`src/rtl/maze_port_rx.sv`:
```
// MAZE per-direction receive arbiter: QoS + round-robin + anti-starvation pick of 7 links into a small FIFO.
// Latency 1 cycle accept-to-out_vld; in_rdy drops only when the FIFO is full (never depends on out_rdy).
module maze_port_rx #(
    parameter int NUM_IN     = 7,
    parameter int PKT_W      = 23,
    parameter int FIFO_DEPTH = 2,
    parameter int STARVE_LIM = 8
) (
    input  logic                    clk,
    input  logic                    rst,
    input  logic [NUM_IN-1:0]       in_vld,
    output logic [NUM_IN-1:0]       in_rdy,
    input  logic [NUM_IN*PKT_W-1:0] in_pkt,
    output logic                    out_vld,
    input  logic                    out_rdy,
    output logic [PKT_W-1:0]        out_pkt,
    output logic [15:0]             acc_cnt
);

    localparam int PW      = (NUM_IN > 1) ? $clog2(NUM_IN) : 1;
    localparam int AW      = (FIFO_DEPTH > 1) ? $clog2(FIFO_DEPTH) : 1;
    localparam int CW      = $clog2(FIFO_DEPTH + 1);
    localparam int SW      = $clog2(STARVE_LIM + 1);
    localparam int QOS_BIT = PKT_W - 3;

    localparam logic [CW-1:0] DEPTH_C = CW'(FIFO_DEPTH);
    localparam logic [SW-1:0] LIM_C   = SW'(STARVE_LIM);
    localparam logic [PW-1:0] LAST_IN = PW'(NUM_IN - 1);
    localparam logic [AW-1:0] LAST_FI = AW'(FIFO_DEPTH - 1);

    logic [NUM_IN-1:0] hreq, lreq;
    logic [PW:0]       hpick, lpick;
    logic              any_h, any_l, use_low, g_any, can_acc, accept, pop;
    logic [PW-1:0]     g_idx;
    logic [PKT_W-1:0]  g_pkt;

    logic [PW-1:0]    hptr_q, hptr_d, lptr_q, lptr_d;
    logic [SW-1:0]    starve_q, starve_d;
    logic [AW-1:0]    wr_q, wr_d, rd_q, rd_d;
    logic [CW-1:0]    cnt_q, cnt_d;
    logic [15:0]      acc_q, acc_d;
    logic [PKT_W-1:0] mem_q [FIFO_DEPTH];

    // Returns {found, index}; scanning far-to-near lets the entry nearest the pointer win.
    function automatic logic [PW:0] rr_pick(input logic [NUM_IN-1:0] req, input logic [PW-1:0] ptr);
        logic [PW:0] res;
        int          j;
        res = '0;
        for (int k = NUM_IN - 1; k >= 0; k--) begin
            j = int'(ptr) + k;
            if (j >= NUM_IN) j = j - NUM_IN;
            if (req[j]) res = {1'b1, PW'(j)};
        end
        return res;
    endfunction

    always_comb begin
        hreq = '0;
        lreq = '0;
        for (int i = 0; i < NUM_IN; i++) begin
            hreq[i] = in_vld[i] &  in_pkt[i*PKT_W + QOS_BIT];
            lreq[i] = in_vld[i] & ~in_pkt[i*PKT_W + QOS_BIT];
        end
    end

    assign hpick   = rr_pick(hreq, hptr_q);
    assign lpick   = rr_pick(lreq, lptr_q);
    assign any_h   = |hreq;
    assign any_l   = |lreq;
    assign use_low = any_l & (~any_h | (starve_q == LIM_C));
    assign g_any   = use_low ? lpick[PW] : hpick[PW];
    assign g_idx   = use_low ? lpick[PW-1:0] : hpick[PW-1:0];
    assign g_pkt   = in_pkt[g_idx*PKT_W +: PKT_W];
    assign can_acc = (cnt_q < DEPTH_C) & ~rst;
    assign accept  = g_any & can_acc;
    assign in_rdy  = accept ? (NUM_IN'(1) << g_idx) : '0;
    assign out_vld = (cnt_q != '0);
    assign pop     = out_vld & out_rdy;
    assign out_pkt = mem_q[rd_q];
    assign acc_cnt = acc_q;

    always_comb begin
        hptr_d   = hptr_q;
        lptr_d   = lptr_q;
        starve_d = starve_q;
        wr_d     = wr_q;
        rd_d     = rd_q;
        cnt_d    = cnt_q;
        acc_d    = acc_q;
        if (accept) begin
            if (use_low) lptr_d = (g_idx == LAST_IN) ? '0 : g_idx + 1'b1;
            else         hptr_d = (g_idx == LAST_IN) ? '0 : g_idx + 1'b1;
            wr_d = (wr_q == LAST_FI) ? '0 : wr_q + 1'b1;
            if (acc_q != 16'hFFFF) acc_d = acc_q + 16'd1;
        end
        // Nobody is waiting in the low class, so there is nothing to protect.
        if (!any_l)
            starve_d = '0;
        else if (accept)
            starve_d = use_low ? '0 : ((starve_q == LIM_C) ? LIM_C : starve_q + 1'b1);
        if (pop) rd_d = (rd_q == LAST_FI) ? '0 : rd_q + 1'b1;
        case ({accept, pop})
            2'b10:   cnt_d = cnt_q + 1'b1;
            2'b01:   cnt_d = cnt_q - 1'b1;
            default: cnt_d = cnt_q;
        endcase
    end

    always_ff @(posedge clk) begin
        if (rst) begin
            hptr_q   <= '0;
            lptr_q   <= '0;
            starve_q <= '0;
            wr_q     <= '0;
            rd_q     <= '0;
            cnt_q    <= '0;
            acc_q    <= '0;
            for (int i = 0; i < FIFO_DEPTH; i++) mem_q[i] <= '0;
        end else begin
            hptr_q   <= hptr_d;
            lptr_q   <= lptr_d;
            starve_q <= starve_d;
            wr_q     <= wr_d;
            rd_q     <= rd_d;
            cnt_q    <= cnt_d;
            acc_q    <= acc_d;
            if (accept) mem_q[wr_q] <= g_pkt;
        end
    end

endmodule

```
`config.mk`:
```
export PLATFORM = sky130hd
export DESIGN_NAME = maze_port_rx
export DESIGN_NICKNAME = d
export VERILOG_FILES = /design/src/rtl/maze_port_rx.sv
export SDC_FILE = /design/constraint.sdc
export NUM_CORES = 1
export LEC_CHECK = 0
export CORE_UTILIZATION = 40
export DETAILED_ROUTE_END_ITERATION = 10
export DONT_BUFFER_PORTS = 1
export GPL_TIMING_DRIVEN = 0
export REMOVE_ABC_BUFFERS = 1
export SLEW_MARGIN = 20
export SYNTH_ARGS = -nofsm -noshare
export SYNTH_HDL_FRONTEND = slang
export SYNTH_SLANG_ARGS = --single-unit
```
`constraint.sdc`:
```
create_clock -name clk -period 11.5 [get_ports clk]
set_input_delay 1.15 -clock clk [delete_from_list [all_inputs] [get_ports clk]]
set_output_delay 1.15 -clock clk [all_outputs]
set_load 0.01 [all_outputs]
```
==> flow_metrics.tcl, run 1 <==
set metrics [dict create \
    outcome "completed" \
    worstHoldStart "wr_q$_SDFFE_PP0P_" \
    slew_viol_final 0 \
    use_met3 0.0364 \
    cts.sinks 77 \
    cts_tree "done" \
    dieArea_um2 20800 \
    drt-total-wl_um 24300 \
    slowest_stage "ha_1" \
    via_count 7345 \
    p_leak_nw 3.26 \
    path_clk_slew_ns 0.06 \
    gr-total-overflow 0 \
    cp.depth 14 \
    critPathCaptureType "primary output" \
    critPathCapture "in_rdy[3]" \
    critPathLaunch "lptr_q[0]$_SDFFE_PP0P_" \
    finalWeightedCongestion 0.930 \
    core-area_um2 19700 \
    cts_root_buffer "clkbuf_16" \
    cts-hold-fix-buffers 0 \
    setup_viol 0 \
    period_share 0.653 \
    drc 0 \
    slew_headroom 0.311 \
    synth_cell_types 86 \
    ant_nets 0 \
    grt_busiest_layer "met2" \
    placedInstanceArea_um2 8210 \
    clockBufferDepth 2 \
    grt_max_degree 43 \
    ys_ff_latch 77 \
    start_util 0.412 \
    ys.flop_type "edfxtp_1" \
    crit_chain "clkinv_1 > ha_1 > o21ai_0 > a22oi_1 > mux2i_1 > o22ai_1 > o41ai_1 > o2111ai_1 > a311oi_1 > a21o_2 > and2_1 > ha_1 > inv_1 > nor2_1" \
    critPathKind "flop to primary output" \
    layout_min_cycle_time_ns 7.51 \
    worst_clock_skew_ns 0.00423 \
    drive_gt1_frac 0.111 \
    n_antenna_cell 0 \
    synth_area_um2 8100 \
    synth-async-reset-ratio 0 \
    fp.dieW_um 144 \
    grt_pass1_wl_um 35900 \
    final_core_util 0.433 \
    p_per_area_nw_per_um2 309 \
    globalRouteMet1Util 0.301 \
    synthTopCellsByArea "edfxtp_1, mux2i_1, dfxtp_1" \
    rr_startpoint "lptr_q[0]$_SDFFE_PP0P_" \
    cts_buffers 9 \
    grt_pass1_vias 6467 \
    netlist.area_leader.share 0.170 \
    cpMostUsedCell "ha_1" \
    rows 51 \
    hold_viol_final 0 \
    syn_inst 952 \
    yosysWarningCount 0 \
    fmax_mhz 133 \
    yosys.area.top_type "edfxtp_1" \
    drv_cap 0 \
    antenna_found_initial 0 \
    tns_ns 0 \
    finish.instance_area_um2 8510 \
    rrSetupSlack_ns 4.61 \
    die_h_um 144 \
    rsz0062_at_grt "no" \
    dp_cells 1155 \
    path_delay_family "compound AO/OA/AOI/OAI gates" \
    hpwl_um 18000 \
    grt_use_met2 0.370 \
    ys_seq_area_frac 0.247 \
    routedWlPerCell_um 20.7 \
    arrival_ns 6.36 \
    cp.required_ns 10.35 \
    vias_per_cell 6.27 \
    ir_worst_vdd_v 0.000141 \
    worstReg2RegEnd "mem_q[0][16]$_SDFFCE_PN0P_" \
    cp-start-kind "flop" \
    post_cts.repair.setup_buffers 0 \
    synth_edf_count 46 \
    clock_latency_ns 0.33 \
    worstPathMaxFanout 42 \
    worstMarginPinSlew_ns 1.03 \
    firstDrtPassIters 5 \
    r2r.worst_path.cells 13 \
    io_buffers 0 \
    path_buf_inv 2 \
    grt.total_usage 0.224 \
    hold_class "flop to flop" \
    syn_avg_cell_area_um2 8.51 \
    final_nets 1099 \
    critPathMaxStageDelay_ns 0.90 \
    drt-initial-drc-count 567 \
    cts_resized 0 \
    syn2layout_area_growth_pct 5.06 \
    h-tree-depth 3 \
    io_pins 218 \
    fin_cells 1171 \
]
==> logic make-up after synthesis <==
logic type / after synthesis / synth area share
flip-flops: 77 / 0.247
buffers and inverters: 95 / 0.0519
AND/OR/NAND/NOR: 347 / 0.229
XOR/XNOR: 24 / 0.0259
AO/OA/AOI/OAI: 247 / 0.223
adder cells (fa/ha/maj): 27 / 0.0417
multiplexers: 135 / 0.182
==> flip-flops by register name (all words and copies together) (netlist names), named ones only <==
signal / cells
cnt_q: 2
wr_q: 1
mem_q: 46
acc_cnt: 16
lptr_q: 3
hptr_q: 3
rd_q: 1
starve_q: 4
==> cell usage after synthesis, drive strengths merged (9+ instances only) <==
cell type,n
nor2,83
mux2i,81
nor3,56
mux2,49
a21oi,48
edfxtp,46
nand2,44
clkbuf,39
o21ai,32
dfxtp,31
nand2b,30
buf,28
ha,27
inv,26
a221oi,23
a22o,23
and2,19
nand3,19
nor2b,19
a211oi,14
o211ai,14
xnor2,13
nand4,12
xor2,11
a21o,10
or3,10
nor4,9
==> placed cells by master (no fill, tap or decap), types with 13 or more instances in the layout <==
| cell type | count |
|---|---|
| mux2_2 | 47 |
| and2_1 | 19 |
| a221oi_1 | 22 |
| nor3_1 | 55 |
| dfxtp_1 | 28 |
| nand3_1 | 19 |
| mux2i_1 | 81 |
| edfxtp_1 | 46 |
| xnor2_1 | 13 |
| inv_1 | 24 |
| nor2_1 | 81 |
| nand2_1 | 44 |
| o21ai_0 | 31 |
| nand2b_1 | 27 |
| ha_1 | 27 |
| o211ai_1 | 14 |
| a211oi_1 | 13 |
| a21oi_1 | 48 |
| nor2b_1 | 19 |
| a22o_1 | 23 |
==> per-stage QoR <==
| stage | setup WS (ns) | total power, mW | hold slack, ns |
|---|---|---|---|
| 3_3_place_gp | 1.09 | 2.29 | 0.437 |
| 6_report | 3.99 | 2.63 | 0.449 |
| 4_1_cts | 4.06 | 2.64 | 0.451 |
| 2_1_floorplan | 3.76 | 1.87 | 0.430 |
| 3_5_place_dp | 4.48 | 2.34 | 0.443 |
| 5_1_grt | 3.52 | 2.81 | 0.473 |
==> power by group <==
| group | internal (mW) | leakage [nW] | switching [mW] |
|---|---|---|---|
| Combinational | 0.764 | 2.37 | 1.10 |
| Clock | 0.166 | 0.149 | 0.111 |
| Sequential | 0.425 | 0.738 | 0.0703 |
==> final cells by class <==
| type | instances | area, um2 |
|---|---|---|
| Sequential cell | 77 | 2010 |
| Inverter | 28 | 105 |
| Clock inverter | 4 | 27.5 |
| Clock buffer | 12 | 268 |
| Multi-Input combinational cell | 780 | 5690 |
| Timing Repair Buffer | 5 | 83.8 |
| Tap cell | 265 | 332 |
| Fill cell | 2003 | 11100 |
==> tightest hold or removal path, stage by stage, from the launching register on <==
cell	delay, ns
dfxtp_1	0.31
nand2_1	0.05
a21oi_1	0.05
==> layer usage <==
metal  wire length [um]  part of all wire
met5                  0                 0
met4                465             0.019
met3               1230             0.050
met2              11800              0.49
met1              10800              0.44
==> worst min-delay path by stage <==
stage | endpoint | slack (ns) | cells past startpoint
floorplan | wr_q$_SDFFE_PP0P_ | 0.43 | 2
global placement | wr_q$_SDFFE_PP0P_ | 0.44 | 2
detailed placement | wr_q$_SDFFE_PP0P_ | 0.44 | 2
CTS | wr_q$_SDFFE_PP0P_ | 0.45 | 2
global route | wr_q$_SDFFE_PP0P_ | 0.47 | 2
finish | wr_q$_SDFFE_PP0P_ | 0.45 | 2
Note: power is estimated with default switching activity, not from simulation.
==> run 2: changes to the inputs <==
- clock period: 11.5 -> 7.1 ns (I/O delays scaled with it)
==> run 2 against run 1 <==
  * Final area up 0.10%
  * Critical path depth unchanged
  * Largest power group unchanged
  * Flip-flop and latch count unchanged
  * Register-to-register slack worse by 4.1 ns
  * Combinational power increased by 62%
  * Non-clock buffer count stayed put
  * Final cell count unchanged
  * Routed wire length about the same
  * Sequential share of layout area about the same
==> flow_metrics.tcl, run 2 (same netlist as run 1, synthesis figures left out) <==
set metrics [dict create \
    cts_buffers 9 \
    hpwl_um 18000 \
    worst_slack_ns 0.417 \
    clock_latency_ns 0.33 \
    cts_root_buffer "clkbuf_16" \
    fp.dieW_um 144 \
    drv_cap 0 \
    regMostFlops "mem_q" \
    cts-hold-fix-buffers 0 \
    final_nets 1099 \
    slew_headroom 0.311 \
    core-area_um2 19700 \
    die_h_um 144 \
    arrival_ns 5.97 \
    rsz0062_at_grt "no" \
    grt.total_usage 0.224 \
    worstPathMaxFanout 42 \
    largest_reg_flops 46 \
    slowest_stage "dfxtp_2" \
    worst_clock_skew_ns 0.00491 \
    fmax_mhz 150 \
    drc 0 \
    ir_worst_vdd_v 0.000229 \
    ant_nets 0 \
    syn2layout_area_growth_pct 5.17 \
    drive_gt1_frac 0.113 \
    grt_pass1_vias 6467 \
    p_leak_nw 3.26 \
    n_antenna_cell 0 \
    io_buffers 0 \
    finalWeightedCongestion 0.930 \
    final_cell_mix "nor2_1, mux2i_1, nor3_1" \
    p_total_mw 4.27 \
    finish.instance_area_um2 8520 \
    grt_pass1_wl_um 35900 \
    gr-total-overflow 0 \
    critPathKind "flop to primary output" \
    dp_cells 1155 \
    cp.required_ns 6.39 \
    path_delay_family "compound AO/OA/AOI/OAI gates" \
    path_buf_inv 3 \
    setup_viol 0 \
    dp_worst_setup_slack_ns 0.142 \
    drt-initial-drc-count 579 \
    vias_per_cell 6.30 \
    antenna_found_initial 0 \
    routedWlPerCell_um 20.8 \
    worstMarginPinSlew_ns 1.03 \
    io_pins 218 \
    h-tree-depth 3 \
    hold_class "input pin to flop" \
    period_share 0.941 \
    tns_ns 0 \
    fin_cells 1171 \
    hold_viol_final 0 \
    via_count 7376 \
    critPathCaptureType "primary output" \
    grt_max_degree 43 \
    slew_viol_final 0 \
    dieArea_um2 20800 \
    cp-start-kind "flop" \
    clockBufferDepth 2 \
    outcome "completed" \
    placedInstanceArea_um2 8210 \
    start_util 0.412 \
    p_per_area_nw_per_um2 501 \
    rows 51 \
    crit_chain "clkinv_1 > ha_2 > o21ai_0 > a22oi_1 > mux2i_1 > o22ai_1 > nor3_1 > o311a_1 > o211ai_1 > nand2_1 > inv_2 > ha_1 > inv_1 > nor2_1" \
    drt-total-wl_um 24300 \
    layout_min_cycle_time_ns 6.68 \
    cts_tree "done" \
    firstDrtPassIters 5 \
    critPathMaxStageDelay_ns 0.82 \
    cts.sinks 77 \
    path_clk_slew_ns 0.06 \
]
run 2: cell counts in the layout (fill, tap and decap cells not counted):
Identical to the previous run, type by type.
run 2: worst paths after layout:
| path | from | endpoint | slack [ns] | cells past startpoint |
|---|---|---|---|---|
| max | lptr_q[0]$_SDFFE_PP0P_ | in_rdy[3] | 0.42 | 14 |
| min | rst | acc_cnt[8]$_SDFFE_PP0P_ | 0.44 | 1 |
| max reg2reg | lptr_q[0]$_SDFFE_PP0P_ | mem_q[0][16]$_SDFFCE_PN0P_ | 0.48 | 14 |
| min reg2reg | wr_q$_SDFFE_PP0P_ | wr_q$_SDFFE_PP0P_ | 0.45 | 2 |
run 2: what timing repair did:
action	4_1_cts	5_1_grt
setup buffers	0	0
endpoints found under the hold margin	0	0
setup endpoints to repair	0	47
resized for setup	0	2
run 2: layer usage:
metal  track usage  share of wire  up-vias
met5             0              0        -
met4        0.0598          0.017        0
met3        0.0364          0.052       29
met2         0.370           0.48      256
met1         0.301           0.45     3531
li1              -              -     3560
run 2: where the power goes:
part / total, mW / switching (mW) / internal (mW)
combinational: 3.02 / 1.78 / 1.24
clock: 0.450 / 0.181 / 0.269
sequential: 0.802 / 0.114 / 0.688
total: 4.27 / 2.07 / 2.20
run 2: stage by stage:
step	util	hold WS, ns
after floorplan	-	0.430
after CTS	0.433	0.423
final	0.434	0.438
after detailed placement	0.418	0.443
after global routing	0.434	0.422
after global placement	0.413	0.437
run 2: cell type report:
type,count,area (um2)
inverters,28,105
flip-flops and latches,77,2010
well taps,265,332
multi-input cells,780,5700
fillers,2001,11100
clock buffers,12,268
clock inverters,4,27.5
repair buffers,5,83.8
==> run 3: changes to the inputs <==
- ABC_AREA: default -> 1
- CTS_BUF_LIST: default -> sky130_fd_sc_hd__clkbuf_8
==> run 3 against run 2 <==
  * Worst setup slack better by 0.35 ns
  * Total power is 16% higher
  * Critical path type unchanged
  * Count of clock-buffer cells in the layout is 2 lower
  * Via count is 6.8% higher
  * Flip-flop and latch count stayed put
  * Die area is 3.1% lower
  * Clock power is 27% lower
  * Non-clock buffer count is 5 lower
  * Clock skew is 0.0078 ns higher
  * Global-route usage is 0.36 points lower
==> flow_metrics.tcl, run 3 <==
set metrics [dict create \
    rrSetupSlack_ns 1.50 \
    ant_nets 0 \
    netlist.area_leader.share 0.189 \
    hold_class "input pin to flop" \
    arrival_ns 5.62 \
    globalRouteMet1Util 0.277 \
    synth_edf_count 46 \
    p_leak_nw 3.71 \
    cts.sinks 77 \
    swShare 0.603 \
    grt.total_usage 0.220 \
    synth_area_um2 7850 \
    io_buffers 0 \
    outcome "completed" \
    synth-xor-area-share 0.0236 \
    p_seq_frac 0.156 \
    drv_cap 0 \
    p_clk_frac 0.066 \
    clock_latency_ns 0.35 \
    n_antenna_cell 0 \
    cts_tree "done" \
    layout_commonest_cell "nand2_1" \
    whs_path_depth 1 \
    intPower_mw 1.97 \
    grt_pass1_vias 6884 \
    finalWeightedCongestion 0.915 \
    hold_viol_final 0 \
    hold-path-endpoint "acc_cnt[1]$_SDFFE_PP0P_" \
    h-tree-depth 3 \
    grt_busiest_layer "met2" \
    p_switching_mw 2.99 \
    ir_worst_vdd_v 0.000365 \
    fmax_mhz 158 \
    critPathKind "flop to primary output" \
    via_count 7880 \
    worstHoldStart "rst" \
    fillers 2032 \
    critPathCaptureType "primary output" \
    final_cell_mix "nand2_1, nand3_1, inv_1" \
    synthAdderAreaFrac 0.0430 \
    syn_avg_cell_area_um2 6.37 \
    cts_buffers 9 \
    synth-async-reset-ratio 0 \
    largest_reg_flops 46 \
    slew_viol_final 0 \
    ys_ff_latch 77 \
    comb_power_share 0.777 \
    yosysMostFrequentCell "nand2_1" \
    critPathLaunch "hptr_q[0]$_SDFFE_PP0P_" \
    hold_ws_ns 0.420 \
    synth_commonest_cells "nand2_1, nand3_1, inv_1" \
    syn_inst 1233 \
    synth_cell_types 47 \
    ys_seq_area_frac 0.255 \
    drc 0 \
    start_util 0.414 \
    regMostFlops "mem_q" \
    worst_clock_skew_ns 0.0127 \
    ys.flop_type "edfxtp_1" \
    multi_input_area_um2 5050 \
    routedWlPerCell_um 16.0 \
    dieArea_um2 20200 \
    slew_headroom 0.383 \
    grt_use_met2 0.373 \
    setup_viol 0 \
    worst_slack_ns 0.767 \
    fp.dieW_um 142 \
    finish.instance_area_um2 8010 \
    cp.required_ns 6.39 \
    hpwl_um 16800 \
    placedInstanceArea_um2 7780 \
    synthTopCellsByArea "nand2_1, edfxtp_1, nand3_1" \
    cts_root_buffer "clkbuf_8" \
    final_nets 1384 \
    core-area_um2 19000 \
    gr-total-overflow 0 \
    synth_top_family_by_area "simple AND/OR/NAND/NOR gates" \
    rr_startpoint "hptr_q[0]$_SDFFE_PP0P_" \
    grt_pass1_wl_um 35100 \
    regArea_um2 2000 \
    synthSimpleGateAreaFrac 0.432 \
    final_core_util 0.423 \
    cp-start-kind "flop" \
    worstPathMaxFanout 96 \
    rsz0062_at_grt "no" \
    io_pins 218 \
    firstDrtPassIters 6 \
    drive_gt1_frac 0.0982 \
    p_per_area_nw_per_um2 620 \
    period_share 0.892 \
    vias_per_cell 5.43 \
    yosysWarningCount 0 \
    die_h_um 142 \
    clockBufferDepth 2 \
    tns_ns 0 \
    use_met3 0.0501 \
    worstReg2RegEnd "mem_q[0][17]$_SDFFCE_PN0P_" \
    dp_worst_setup_slack_ns 0.463 \
    drt-total-wl_um 23200 \
    worstMarginPinSlew_ns 0.924 \
    synth_mux_area_frac 0.0330 \
    drt-initial-drc-count 564 \
    r2r.worst_path.cells 24 \
    antenna_found_initial 0 \
    path_clk_slew_ns 0.08 \
    grt_max_degree 97 \
    synth_compound_area_frac 0.107 \
    post_cts.repair.setup_buffers 0 \
    layout_min_cycle_time_ns 6.33 \
    syn2layout_area_growth_pct 2.04 \
    yosys.area.top_type "nand2_1" \
    rows 50 \
]
## run 3: per-stage QoR
step | power, mW | instances
finish | 4.96 | 1451
global placement | 4.58 | 1435
floorplan | 3.61 | 1175
global route | 5.50 | 1451
detailed placement | 4.62 | 1435
CTS | 4.96 | 1451
## run 3: layout make-up
type | instances | share of cell area
clock inverters | 6 | 0.00672
inverters | 116 | 0.0550
flip-flops and latches | 77 | 0.250
multi-input cells | 982 | 0.630
clock buffers | 10 | 0.0172
well taps | 260 | 0.0406
## run 3: logic make-up after synthesis
kind of cell / Yosys count
mux: 23
simple gates: 771
buf+inv: 174
compound gates: 142
fa+ha+maj: 27
xor+xnor: 19
flops: 77
## run 3: repair_timing
action | CTS | global route
hold buffers | 0 | 0
gates resized for setup | 0 | 2
endpoints found under the setup margin | 0 | 3
## run 3: worst max-delay path, stage by stage (launching register included)
cell and delay [ns]:
dfxtp_1 0.93, inv_2 0.19, ha_1 0.49, inv_2 0.13, o21ai_1 0.06, nand2_1 0.17
nand3_1 0.17, nand3_1 0.17, nand2_1 0.06, nand3b_1 0.25, nand2_1 0.13, nand2_1 0.06
nand3_1 0.07, nand2_1 0.06, nand2_1 0.05, nand2_1 0.06, nand2_1 0.06, nand2_1 0.08
nand2_4 0.48, nand2_8 0.45, nor2_4 0.68, inv_1 0.18, nor2_1 0.23
## run 3: layer usage
metal	vias to the layer above	wire [um]
li1	3994	-
met1	3564	9960
met2	286	11100
met3	36	1660
met4	0	480
met5	-	0
## run 3: worst max-delay path by stage
stage           endpoint  slack (ns)  depth (start not counted)
2_1_floorplan  in_rdy[1]        1.96                         22
3_3_place_gp   in_rdy[1]        0.44                         22
3_5_place_dp   in_rdy[1]        0.46                         22
4_1_cts        in_rdy[1]        0.06                         22
5_1_grt        in_rdy[1]        0.23                         23
6_report       in_rdy[5]        0.77                         22
## run 3: power by group through the flow
stage / logic [mW] / registers, mW / clock network [mW]
finish: 3.86 / 0.775 / 0.329
global route: 4.34 / 0.799 / 0.359
CTS: 3.84 / 0.778 / 0.340
detailed placement: 3.83 / 0.787 / 0
global placement: 3.80 / 0.783 / 0
floorplan: 2.85 / 0.760 / 0
